===== src/rtl/axi_read_outstanding_limiter_if.sv =====
// ----------------------------------------------------------------------------
// axi_read_outstanding_limiter_if
//
// Purpose : AXI4 read-address (AR) and read-data (R) channel bundle used on
//           both sides of axi_read_outstanding_limiter. Write channels are not
//           part of this bundle because they bypass the limiter.
//
// Parameters:
//   C_ID_WIDTH    AR/R ID width
//   C_ADDR_WIDTH  AR address width
//   C_DATA_WIDTH  R data width
//
// Modports:
//   master : drives AR payload/arvalid and rready; receives arready and R.
//   slave  : receives AR payload/arvalid and rready; drives arready and R.
// ----------------------------------------------------------------------------
interface axi_read_outstanding_limiter_if #(
    parameter int C_ID_WIDTH   = 16,
    parameter int C_ADDR_WIDTH = 40,
    parameter int C_DATA_WIDTH = 128
);

    // AR channel
    logic [C_ID_WIDTH-1:0]   arid;
    logic [C_ADDR_WIDTH-1:0] araddr;
    logic [7:0]              arlen;
    logic [2:0]              arsize;
    logic [1:0]              arburst;
    logic                    arlock;
    logic [3:0]              arcache;
    logic [2:0]              arprot;
    logic [3:0]              arqos;
    logic                    arvalid;
    logic                    arready;

    // R channel
    logic [C_ID_WIDTH-1:0]   rid;
    logic [C_DATA_WIDTH-1:0] rdata;
    logic [1:0]              rresp;
    logic                    rlast;
    logic                    rvalid;
    logic                    rready;

    modport master (
        output arid, araddr, arlen, arsize, arburst, arlock, arcache, arprot, arqos, arvalid,
        input  arready,
        input  rid, rdata, rresp, rlast, rvalid,
        output rready
    );

    modport slave (
        input  arid, araddr, arlen, arsize, arburst, arlock, arcache, arprot, arqos, arvalid,
        output arready,
        output rid, rdata, rresp, rlast, rvalid,
        input  rready
    );

endinterface


===== src/rtl/axi_read_outstanding_limiter.sv =====
// ----------------------------------------------------------------------------
// axi_read_outstanding_limiter
//
// Purpose : Read-path stage placed directly after the bank-colouring address
//           translator. It caps the number of read bursts in flight toward the
//           memory controller so that per-core interference stays bounded for
//           MemorEDF scheduling. Accepted ARs increment a counter, completed
//           bursts (R beats carrying RLAST) decrement it, and AR acceptance is
//           stalled while the counter sits at MAX_OUTSTANDING.
//
// Build option:
//   ARSLICE_EN  defined   -> single-entry registered AR slice (1-cycle AR
//                            latency, 1 AR/cycle throughput).
//               undefined -> combinational AR path (0 latency).
//
// Parameters:
//   C_ID_WIDTH       AR/R ID width
//   C_ADDR_WIDTH     AR address width
//   C_DATA_WIDTH     R data width
//   MAX_OUTSTANDING  maximum read bursts in flight (1..255)
//   CNT_WIDTH        width of outstanding_count; must hold MAX_OUTSTANDING
//
// Ports:
//   s00_axi_aclk       in   single clock
//   s00_axi_aresetn    in   asynchronous active-low reset
//   s00_axi            slave modport  : AR in from translator, R back to it
//   m00_axi            master modport : AR out to memory, R in from memory
//   outstanding_count  out  bursts accepted and not yet completed
//   ar_stall           out  AR pending at s00 while the cap is reached
//   stall_cycles       out  saturating count of cycles with ar_stall high
//   err_underflow      out  sticky: RLAST completed while the count was 0
// ----------------------------------------------------------------------------
module axi_read_outstanding_limiter #(
    parameter int C_ID_WIDTH      = 16,
    parameter int C_ADDR_WIDTH    = 40,
    parameter int C_DATA_WIDTH    = 128,
    parameter int MAX_OUTSTANDING = 4,
    parameter int CNT_WIDTH       = 8
) (
    input  logic                          s00_axi_aclk,
    input  logic                          s00_axi_aresetn,
    axi_read_outstanding_limiter_if.slave  s00_axi,
    axi_read_outstanding_limiter_if.master m00_axi,
    output logic [CNT_WIDTH-1:0]          outstanding_count,
    output logic                          ar_stall,
    output logic [31:0]                   stall_cycles,
    output logic                          err_underflow
);

    localparam logic [CNT_WIDTH-1:0] MAX_CNT = CNT_WIDTH'(MAX_OUTSTANDING);

    // AR payload flattened: id, addr, len(8), size(3), burst(2), lock(1),
    // cache(4), prot(3), qos(4).
    localparam int AR_PL_W = C_ID_WIDTH + C_ADDR_WIDTH + 25;
    // R payload flattened: id, data, resp(2), last(1).
    localparam int R_PL_W  = C_ID_WIDTH + C_DATA_WIDTH + 3;

    logic [AR_PL_W-1:0]   s_ar_pl;
    logic [AR_PL_W-1:0]   m_ar_pl;
    logic [R_PL_W-1:0]    r_pl;

    logic                 room;
    logic                 ar_acc;
    logic                 r_done;
    logic [CNT_WIDTH-1:0] count_next;
    logic                 underflow_set;

    // ------------------------------------------------------------------
    // Common terms. room looks only at the registered count, so a burst
    // completing in the cap cycle frees a slot one cycle later.
    // ------------------------------------------------------------------
    assign room   = (outstanding_count < MAX_CNT);
    assign ar_acc = s00_axi.arvalid & s00_axi.arready;
    assign r_done = m00_axi.rvalid & m00_axi.rready & m00_axi.rlast;

    assign ar_stall = s00_axi.arvalid & (outstanding_count == MAX_CNT);

    assign s_ar_pl = {s00_axi.arid,    s00_axi.araddr, s00_axi.arlen,
                      s00_axi.arsize,  s00_axi.arburst, s00_axi.arlock,
                      s00_axi.arcache, s00_axi.arprot,  s00_axi.arqos};

    assign {m00_axi.arid,    m00_axi.araddr, m00_axi.arlen,
            m00_axi.arsize,  m00_axi.arburst, m00_axi.arlock,
            m00_axi.arcache, m00_axi.arprot,  m00_axi.arqos} = m_ar_pl;

    // ------------------------------------------------------------------
    // R channel: zero-latency pass-through in both directions.
    // ------------------------------------------------------------------
    assign r_pl = {m00_axi.rid, m00_axi.rdata, m00_axi.rresp, m00_axi.rlast};
    assign {s00_axi.rid, s00_axi.rdata, s00_axi.rresp, s00_axi.rlast} = r_pl;
    assign s00_axi.rvalid = m00_axi.rvalid;
    assign m00_axi.rready = s00_axi.rready;

    // ------------------------------------------------------------------
    // AR path
    // ------------------------------------------------------------------
`ifdef ARSLICE_EN
    typedef enum logic {
        SLICE_EMPTY,
        SLICE_FULL
    } slice_state_t;

    slice_state_t       slice_state;
    slice_state_t       slice_state_next;
    logic [AR_PL_W-1:0] ar_pl_q;
    logic               held;

    assign held = (slice_state == SLICE_FULL);

    // A held AR leaving this cycle makes space, so a new one can be taken
    // in the same cycle; arready does not look at arvalid.
    assign s00_axi.arready = room & (~held | m00_axi.arready);
    assign m00_axi.arvalid = held;
    assign m_ar_pl         = ar_pl_q;

    always_comb begin
        // NOTE: every combinational output gets a default before any branch;
        // a path that leaves it unassigned would infer a latch.
        slice_state_next = slice_state;
        unique case (slice_state)
            SLICE_EMPTY: begin
                if (ar_acc) slice_state_next = SLICE_FULL;
            end
            SLICE_FULL: begin
                // A refill in the drain cycle keeps the slice full.
                if (!ar_acc && m00_axi.arready) slice_state_next = SLICE_EMPTY;
            end
            default: slice_state_next = SLICE_EMPTY;
        endcase
    end

    always_ff @(posedge s00_axi_aclk or negedge s00_axi_aresetn) begin
        if (!s00_axi_aresetn) begin
            slice_state <= SLICE_EMPTY;
            // NOTE: this is a single pipeline register, not a memory array,
            // and downstream observers expect a defined all-zero payload out
            // of reset, so it shares the async reset.
            ar_pl_q     <= '0;
        end else begin
            slice_state <= slice_state_next;
            if (ar_acc) ar_pl_q <= s_ar_pl;
        end
    end
`else
    // Combinational path: the limiter only gates the handshake. Neither
    // side's ready is derived from its own valid.
    assign m00_axi.arvalid = s00_axi.arvalid & room;
    assign s00_axi.arready = m00_axi.arready & room;
    assign m_ar_pl         = s_ar_pl;
`endif

    // ------------------------------------------------------------------
    // Outstanding-burst counter. The count moves on the s00-side
    // acceptance in both AR modes, so a slice-held AR already counts.
    // ar_acc cannot occur at the cap (room gates arready), so +1 never
    // overflows; a completion at zero is reported instead of wrapping.
    // ------------------------------------------------------------------
    always_comb begin
        count_next    = outstanding_count;
        underflow_set = 1'b0;
        unique case ({ar_acc, r_done})
            2'b10: count_next = outstanding_count + 1'b1;
            2'b01: begin
                if (outstanding_count == '0) underflow_set = 1'b1;
                else                         count_next    = outstanding_count - 1'b1;
            end
            default: count_next = outstanding_count;
        endcase
    end

    always_ff @(posedge s00_axi_aclk or negedge s00_axi_aresetn) begin
        if (!s00_axi_aresetn) begin
            outstanding_count <= '0;
            stall_cycles      <= '0;
            err_underflow     <= 1'b0;
        end else begin
            // NOTE: sequential state uses non-blocking assignments so every
            // register samples pre-edge values regardless of block order.
            outstanding_count <= count_next;
            if (underflow_set) err_underflow <= 1'b1;
            if (ar_stall && (stall_cycles != 32'hFFFF_FFFF)) begin
                stall_cycles <= stall_cycles + 32'd1;
            end
        end
    end

endmodule


===== src/flat_wrapper.sv =====
// flat-port wrapper written by rule: the top's interface ports become plain ports
module axi_read_outstanding_limiter_flat 
#(
    parameter int C_ID_WIDTH      = 16,
    parameter int C_ADDR_WIDTH    = 40,
    parameter int C_DATA_WIDTH    = 128,
    parameter int MAX_OUTSTANDING = 4,
    parameter int CNT_WIDTH       = 8
)
  (s00_axi_aclk, s00_axi_aresetn, outstanding_count, ar_stall, stall_cycles, err_underflow, s00_axi_arid, s00_axi_araddr, s00_axi_arlen, s00_axi_arsize, s00_axi_arburst, s00_axi_arlock, s00_axi_arcache, s00_axi_arprot, s00_axi_arqos, s00_axi_arvalid, s00_axi_arready, s00_axi_rid, s00_axi_rdata, s00_axi_rresp, s00_axi_rlast, s00_axi_rvalid, s00_axi_rready, m00_axi_arid, m00_axi_araddr, m00_axi_arlen, m00_axi_arsize, m00_axi_arburst, m00_axi_arlock, m00_axi_arcache, m00_axi_arprot, m00_axi_arqos, m00_axi_arvalid, m00_axi_arready, m00_axi_rid, m00_axi_rdata, m00_axi_rresp, m00_axi_rlast, m00_axi_rvalid, m00_axi_rready);
  axi_read_outstanding_limiter_if #(.C_ID_WIDTH(C_ID_WIDTH), .C_ADDR_WIDTH(C_ADDR_WIDTH), .C_DATA_WIDTH(C_DATA_WIDTH)) s00_axi_i ();
  axi_read_outstanding_limiter_if #(.C_ID_WIDTH(C_ID_WIDTH), .C_ADDR_WIDTH(C_ADDR_WIDTH), .C_DATA_WIDTH(C_DATA_WIDTH)) m00_axi_i ();
  input  logic s00_axi_aclk;
  input  logic s00_axi_aresetn;
  output logic [CNT_WIDTH-1:0] outstanding_count;
  output logic ar_stall;
  output logic [31:0] stall_cycles;
  output logic err_underflow;
  input wire logic [$bits(s00_axi_i.arid)-1:0] s00_axi_arid;
  input wire logic [$bits(s00_axi_i.araddr)-1:0] s00_axi_araddr;
  input wire logic [$bits(s00_axi_i.arlen)-1:0] s00_axi_arlen;
  input wire logic [$bits(s00_axi_i.arsize)-1:0] s00_axi_arsize;
  input wire logic [$bits(s00_axi_i.arburst)-1:0] s00_axi_arburst;
  input wire logic [$bits(s00_axi_i.arlock)-1:0] s00_axi_arlock;
  input wire logic [$bits(s00_axi_i.arcache)-1:0] s00_axi_arcache;
  input wire logic [$bits(s00_axi_i.arprot)-1:0] s00_axi_arprot;
  input wire logic [$bits(s00_axi_i.arqos)-1:0] s00_axi_arqos;
  input wire logic [$bits(s00_axi_i.arvalid)-1:0] s00_axi_arvalid;
  output wire logic [$bits(s00_axi_i.arready)-1:0] s00_axi_arready;
  output wire logic [$bits(s00_axi_i.rid)-1:0] s00_axi_rid;
  output wire logic [$bits(s00_axi_i.rdata)-1:0] s00_axi_rdata;
  output wire logic [$bits(s00_axi_i.rresp)-1:0] s00_axi_rresp;
  output wire logic [$bits(s00_axi_i.rlast)-1:0] s00_axi_rlast;
  output wire logic [$bits(s00_axi_i.rvalid)-1:0] s00_axi_rvalid;
  input wire logic [$bits(s00_axi_i.rready)-1:0] s00_axi_rready;
  output wire logic [$bits(m00_axi_i.arid)-1:0] m00_axi_arid;
  output wire logic [$bits(m00_axi_i.araddr)-1:0] m00_axi_araddr;
  output wire logic [$bits(m00_axi_i.arlen)-1:0] m00_axi_arlen;
  output wire logic [$bits(m00_axi_i.arsize)-1:0] m00_axi_arsize;
  output wire logic [$bits(m00_axi_i.arburst)-1:0] m00_axi_arburst;
  output wire logic [$bits(m00_axi_i.arlock)-1:0] m00_axi_arlock;
  output wire logic [$bits(m00_axi_i.arcache)-1:0] m00_axi_arcache;
  output wire logic [$bits(m00_axi_i.arprot)-1:0] m00_axi_arprot;
  output wire logic [$bits(m00_axi_i.arqos)-1:0] m00_axi_arqos;
  output wire logic [$bits(m00_axi_i.arvalid)-1:0] m00_axi_arvalid;
  input wire logic [$bits(m00_axi_i.arready)-1:0] m00_axi_arready;
  input wire logic [$bits(m00_axi_i.rid)-1:0] m00_axi_rid;
  input wire logic [$bits(m00_axi_i.rdata)-1:0] m00_axi_rdata;
  input wire logic [$bits(m00_axi_i.rresp)-1:0] m00_axi_rresp;
  input wire logic [$bits(m00_axi_i.rlast)-1:0] m00_axi_rlast;
  input wire logic [$bits(m00_axi_i.rvalid)-1:0] m00_axi_rvalid;
  output wire logic [$bits(m00_axi_i.rready)-1:0] m00_axi_rready;
  assign s00_axi_i.arid = s00_axi_arid;
  assign s00_axi_i.araddr = s00_axi_araddr;
  assign s00_axi_i.arlen = s00_axi_arlen;
  assign s00_axi_i.arsize = s00_axi_arsize;
  assign s00_axi_i.arburst = s00_axi_arburst;
  assign s00_axi_i.arlock = s00_axi_arlock;
  assign s00_axi_i.arcache = s00_axi_arcache;
  assign s00_axi_i.arprot = s00_axi_arprot;
  assign s00_axi_i.arqos = s00_axi_arqos;
  assign s00_axi_i.arvalid = s00_axi_arvalid;
  assign s00_axi_arready = s00_axi_i.arready;
  assign s00_axi_rid = s00_axi_i.rid;
  assign s00_axi_rdata = s00_axi_i.rdata;
  assign s00_axi_rresp = s00_axi_i.rresp;
  assign s00_axi_rlast = s00_axi_i.rlast;
  assign s00_axi_rvalid = s00_axi_i.rvalid;
  assign s00_axi_i.rready = s00_axi_rready;
  assign m00_axi_arid = m00_axi_i.arid;
  assign m00_axi_araddr = m00_axi_i.araddr;
  assign m00_axi_arlen = m00_axi_i.arlen;
  assign m00_axi_arsize = m00_axi_i.arsize;
  assign m00_axi_arburst = m00_axi_i.arburst;
  assign m00_axi_arlock = m00_axi_i.arlock;
  assign m00_axi_arcache = m00_axi_i.arcache;
  assign m00_axi_arprot = m00_axi_i.arprot;
  assign m00_axi_arqos = m00_axi_i.arqos;
  assign m00_axi_arvalid = m00_axi_i.arvalid;
  assign m00_axi_i.arready = m00_axi_arready;
  assign m00_axi_i.rid = m00_axi_rid;
  assign m00_axi_i.rdata = m00_axi_rdata;
  assign m00_axi_i.rresp = m00_axi_rresp;
  assign m00_axi_i.rlast = m00_axi_rlast;
  assign m00_axi_i.rvalid = m00_axi_rvalid;
  assign m00_axi_rready = m00_axi_i.rready;
  axi_read_outstanding_limiter #(.C_ID_WIDTH(C_ID_WIDTH), .C_ADDR_WIDTH(C_ADDR_WIDTH), .C_DATA_WIDTH(C_DATA_WIDTH), .MAX_OUTSTANDING(MAX_OUTSTANDING), .CNT_WIDTH(CNT_WIDTH)) u_core (.s00_axi_aclk(s00_axi_aclk), .s00_axi_aresetn(s00_axi_aresetn), .s00_axi(s00_axi_i), .m00_axi(m00_axi_i), .outstanding_count(outstanding_count), .ar_stall(ar_stall), .stall_cycles(stall_cycles), .err_underflow(err_underflow));
endmodule

===== config.mk =====
export PLATFORM = sky130hd
export DESIGN_NAME = axi_read_outstanding_limiter_flat
export DESIGN_NICKNAME = d
export VERILOG_FILES = /design/src/rtl/axi_read_outstanding_limiter_if.sv /design/src/rtl/axi_read_outstanding_limiter.sv /design/src/flat_wrapper.sv
export SDC_FILE = /design/constraint.sdc
export NUM_CORES = 1
export LEC_CHECK = 0
export BUFFER_PORTS_ARGS = -buffer_cell sky130_fd_sc_hd__buf_2
export CORE_AREA = 5 5 195 197
export CTS_CLUSTER_SIZE = 30
export DETAILED_ROUTE_END_ITERATION = 6
export DIE_AREA = 0 0 200 202
export SYNTH_ARGS = -nofsm -noshare
export SYNTH_HDL_FRONTEND = slang
export SYNTH_SLANG_ARGS = --single-unit
export TNS_END_PERCENT = 1

===== constraint.sdc =====
create_clock -name s00_axi_aclk -period 4.42 [get_ports s00_axi_aclk]
set_input_delay 0.442 -clock s00_axi_aclk [delete_from_list [all_inputs] [get_ports s00_axi_aclk]]
set_output_delay 0.442 -clock s00_axi_aclk [all_outputs]
set_load 0.02 [all_outputs]

# Word level (Yosys, flattened, before mapping)
# Cells that the tools add are included.
[totals] ff_bits=41 in_bits=234 out_inout_bits=274 elab_cells=26
[op_classes] add_sub_neg=3 order_cmp=1 n_eq_ne=5 mux=4 bitwise_logic=6 reduce_logical=4
[ops] op="$add A32 B1 Y32 const B" n=1
[ops] op="$ne A32 B32 Y1 const B" n=1
[ops] op="$pmux W8 S2" n=1
[ops] op="$add A8 B1 Y8 const B" n=1
[ops] op="$eq A8 B3 Y1 const B" n=1
[ops] op="$logic_not A8 Y1" n=1
[ops] op="$lt A8 B3 Y1 const B" n=1
[ops] op="$mux W8" n=1
[ops] op="$sub A8 B1 Y8 const B" n=1
[ops] op="$and A1 B1 Y1" n=6
[ops] op="$eq A2 B1 Y1 const B" n=1
[ops] op="$eq A2 B2 Y1 const B" n=1
[ops] op="$mux W1" n=2
[ops] op="$ne A2 B2 Y1 const B" n=1
[ops] op="$reduce_and A2 Y1" n=1
[ops] op="$reduce_bool A2 Y1" n=1
[ops] op="$logic_and A1 B1 Y1" n=1

# Longest topological paths before layout
[depth] word_depth=6 mapped_depth=10 depth_no_buf=10

# Worst setup path after synthesis
# No wires, ideal clock.
[synth_timing] path_kind="register to register" from="reg u_core.outstanding_count[7]" to="reg u_core.outstanding_count[6]" t_arrival_ns=2.287 required_time_ns=4.325 path_slack_ns=2.038 path_stages_with_launch=11 path_buffers=0 cell_sequence="dfrtp_1 nor4_1 nand3_1 nand2_1 inv_1 ha_1 o21ai_0 a21oi_1 o21ai_0 and3_1 o31ai_1"
[synth_via] elab_chain_len=6
[synth_lines] element="from (decl)" line_no="axi_read_outstanding_limiter.sv:44" text="output logic [CNT_WIDTH-1:0] outstanding_count,"
[synth_lines] element="from (signal assigned)" line_no="axi_read_outstanding_limiter.sv:179" text="outstanding_count <= count_next;"
[synth_lines] element="$lt A8 B3 Y1" line_no="axi_read_outstanding_limiter.sv:72" text="assign room = (outstanding_count < MAX_CNT);"
[synth_lines] element="$and A1 B1 Y1" line_no="axi_read_outstanding_limiter.sv:148" text="assign s00_axi.arready = m00_axi.arready & room;"
[synth_lines] element="$and A1 B1 Y1" line_no="axi_read_outstanding_limiter.sv:73" text="assign ar_acc = s00_axi.arvalid & s00_axi.arready;"
[synth_lines] element="$eq A2 B1 Y1 or $eq A2 B2 Y1 (tied branches)" line_no="axi_read_outstanding_limiter.sv:161" text="unique case ({ar_acc, r_done})"
[synth_lines] element="$ne A2 B2 Y1 (no line) or $reduce_bool A2 Y1 (tied branches)"
[synth_lines] element="$reduce_and A2 Y1 (no line)"
# Several ways; a longest one is shown, not always the timed one.
# A chain may end at the register's enable or synchronous reset.

# Final worst setup path
[layout_timing] from="reg u_core.outstanding_count[7]" to="reg u_core.outstanding_count[7]"
# Same word-level chain as after synthesis.

==> reports/qor.yml <==
outcome: "completed"
ys_top_cells_by_count: "buf_4 (231), dfrtp_1 (41), nand2_1 (23)"
synth_seq_area_share: 0.254
synth-seq-cells: 41
die_h_um: 202
cts_buffer_depth: 2
crit_chain: "nor4_1 > nand3_1 > nand2_1 > inv_1 > ha_1 > a21oi_1 > o21ai_0 > o22ai_1 > xnor2_1 > o31ai_1"
grt_max_degree: 42
synth_ff_type: "dfrtp_1"
cpLargestDelayFamily: "simple AND/OR/NAND/NOR gates"
clk_latency_ns: 0.28
antenna_found_initial: 0
rsz0062_at_grt: "no"
viasPerCell: 3.04
die-area_mm2: 0.0404
final_area_mm2: 0.00332
drive_gt1_frac: 0.259
yosys.area.top_type_share: 0.430
power_mw: 1.35
cts_buffers: 5
syn-cell-area_mm2: 0.00404
vias: 2308
cts-root-buf: "clkbuf_16"
slowest_delay_ns: 0.45
grt_pass1_vias: 2299
multi_input_area_mm2: 0.00121
syn_nets: 707
dpl_cell_area_mm2: 0.00312
wl_per_cell_um: 16.0
fmax_ghz: 0.383
crit_type: "register to register"
synth_edf_count: 0
start_util: 0.112
drc: 0
p_clk_frac: 0.361
critPathBufInv: 1
clock-sinks: 41
crit_path_start_kind: "register"
filler_cell_count: 4186
drt_wl_total_mm: 12.1
grt_pass1_wl_mm: 16.5
synth-warning-count: 0
crit_path_end_kind: "register"
nets: 531
syn_to_final_growth_pct: -17.8
finalCriticalPeriod_ns: 2.61
synth.largest_area_cell: "buf_4"
max-cap-violations: 0
relSlewSlack: 0.345
cp_slowest_cell: "nor4_1"
htree_levels: 2
fin_tns_setup_ns: 0
path_clk_slew_ns: 0.07
setup_viol: 0
p_sw_frac: 0.345
p_comb_frac: 0.276
hold_buffers: 0
worstPathRequired_ns: 4.62
cp_max_fo: 8
vdd_ir_drop_max_mv: 0.208
place_congestion: 0.728
p_leak_nw: 1.41
first_iter_violations: 96
gr-total-overflow: 0
final_hold_viol_count: 0
arrival_ns: 2.81
avgSynthCellArea_um2: 8.68
ys_types: 40
ys_top_cells_by_area: "buf_4 (43%), dfrtp_1 (25%), xor2_1 (4.3%)"
dp_hpwl_mm: 10.0
async_flop_share: 1.00
io_pins: 508
first_pass_iters: 4
p_int_uw: 884
rows: 70
n_antenna_cell: 0
cts_setup_buffers: 0
core_area_mm2: 0.0361
pwr_density_cell_mw_per_mm2: 407
final_max_slew_viol_count: 0
seq_area_mm2: 0.00103
yosysMostFrequentCell: "buf_4"
ant_nets: 0
die_w_um: 200
track_usage: 0.0566
hp-class: "input pin to async pin"
netlist_instances: 465
io_buffers: 53
period_share: 0.591
pwr-share-seq: 0.363
cts_resized: 0
clock_skew_ns: 0.00691
fin_cells: 758
power.switching_uw: 466
dpl.cell_count: 750
tightestPinTransition_ns: 0.982
cts_tree: "done"
## metrics by stage
step	setup WS [ns]	util	hold slack [ns]
after CTS	1.82	0.0919	0.352
after floorplan	2.04	-	0.146
after global placement	1.86	0.0865	0.478
after detailed placement	1.83	0.0865	0.490
after global routing	1.51	0.0919	0.402
final	1.81	0.0919	0.310
## metal layers
layer | vias up | track usage | wire [um]
li1 | 959 | - | -
met1 | 1051 | 0.0508 | 3640
met2 | 190 | 0.0827 | 5110
met3 | 108 | 0.0442 | 2230
met4 | 0 | 0.0451 | 1160
met5 | - | 0.0111 | 0
## power by group through the flow
| stage | clock, mW | sequential [mW] | combinational, mW |
|---|---|---|---|
| 2_1_floorplan | 0 | 0.536 | 0.495 |
| 3_3_place_gp | 0 | 0.492 | 0.388 |
| 3_5_place_dp | 0 | 0.497 | 0.387 |
| 4_1_cts | 0.506 | 0.491 | 0.387 |
| 5_1_grt | 0.525 | 0.501 | 0.428 |
| 6_report | 0.487 | 0.491 | 0.372 |
## flip-flops by register name, summed over array words and instances (netlist names)
name / cells
u_core.outstanding_count: 8
u_core.stall_cycles: 32
u_core.err_underflow: 1
## area by class of cell
cell class,count,share of cell area
Tap cell,468,0.177
Sequential cell,41,0.309
Inverter,10,0.0113
Clock inverter,3,0.0207
Multi-Input combinational cell,178,0.364
Timing Repair Buffer,53,0.0800
Clock buffer,5,0.0377
## worst paths after layout
| kind | startpoint | end | slack (ns) | depth (start not counted) |
|---|---|---|---|---|
| min in group s00_axi_aclk | u_core.stall_cycles[26]$_DFFE_PN0P_ | u_core.stall_cycles[26]$_DFFE_PN0P_ | 0.50 | 1 |
| setup reg to reg | u_core.outstanding_count[7]$_DFFE_PN0P_ | u_core.outstanding_count[7]$_DFFE_PN0P_ | 1.81 | 10 |
| hold reg to reg | u_core.stall_cycles[26]$_DFFE_PN0P_ | u_core.stall_cycles[26]$_DFFE_PN0P_ | 0.50 | 1 |
| hold / removal | s00_axi_aresetn | u_core.stall_cycles[1]$_DFFE_PN0P_ | 0.31 | 1 |
| setup / recovery | u_core.outstanding_count[7]$_DFFE_PN0P_ | u_core.outstanding_count[7]$_DFFE_PN0P_ | 1.81 | 10 |
| max in group asynchronous | s00_axi_aresetn | u_core.outstanding_count[1]$_DFFE_PN0P_ | 3.49 | 1 |
## cell usage in the layout, fill, tap and decap left out, types with 2 or more instances in the layout
cell / netlist / routed
a211oi_1: 3 / 3
a21oi_1: 10 / 10
a31o_2: 2 / 2
a31oi_1: 2 / 2
and2_1: 3 / 3
and3_1: 6 / 6
and4_1: 5 / 5
buf_2: 2 / 53
bufinv_16: 0 / 2
clkbuf_16: 0 / 5
dfrtp_1: 41 / 41
ha_1: 7 / 7
inv_1: 10 / 10
mux2_2: 2 / 2
nand2_1: 23 / 23
nand3_1: 14 / 14
nand3_2: 2 / 2
nand4_1: 11 / 11
nor2_1: 6 / 6
nor3_1: 12 / 12
nor3_2: 2 / 2
nor4_1: 7 / 7
o21ai_0: 9 / 9
o31ai_1: 3 / 3
or3_1: 5 / 5
xnor2_1: 12 / 12
xor2_1: 20 / 20
## cell families after synthesis
| group | Yosys count | share of synthesized area |
|---|---|---|
| buffers and inverters | 246 | 0.446 |
| and+or+nand+nor | 102 | 0.144 |
| DFF | 41 | 0.254 |
| AOI/OAI and AO/OA | 33 | 0.0518 |
| xor gates and xnor gates | 32 | 0.0695 |
| adders and majority gates | 8 | 0.0267 |
| muxes | 3 | 0.00806 |
Power figures use the tool's default switching activity.
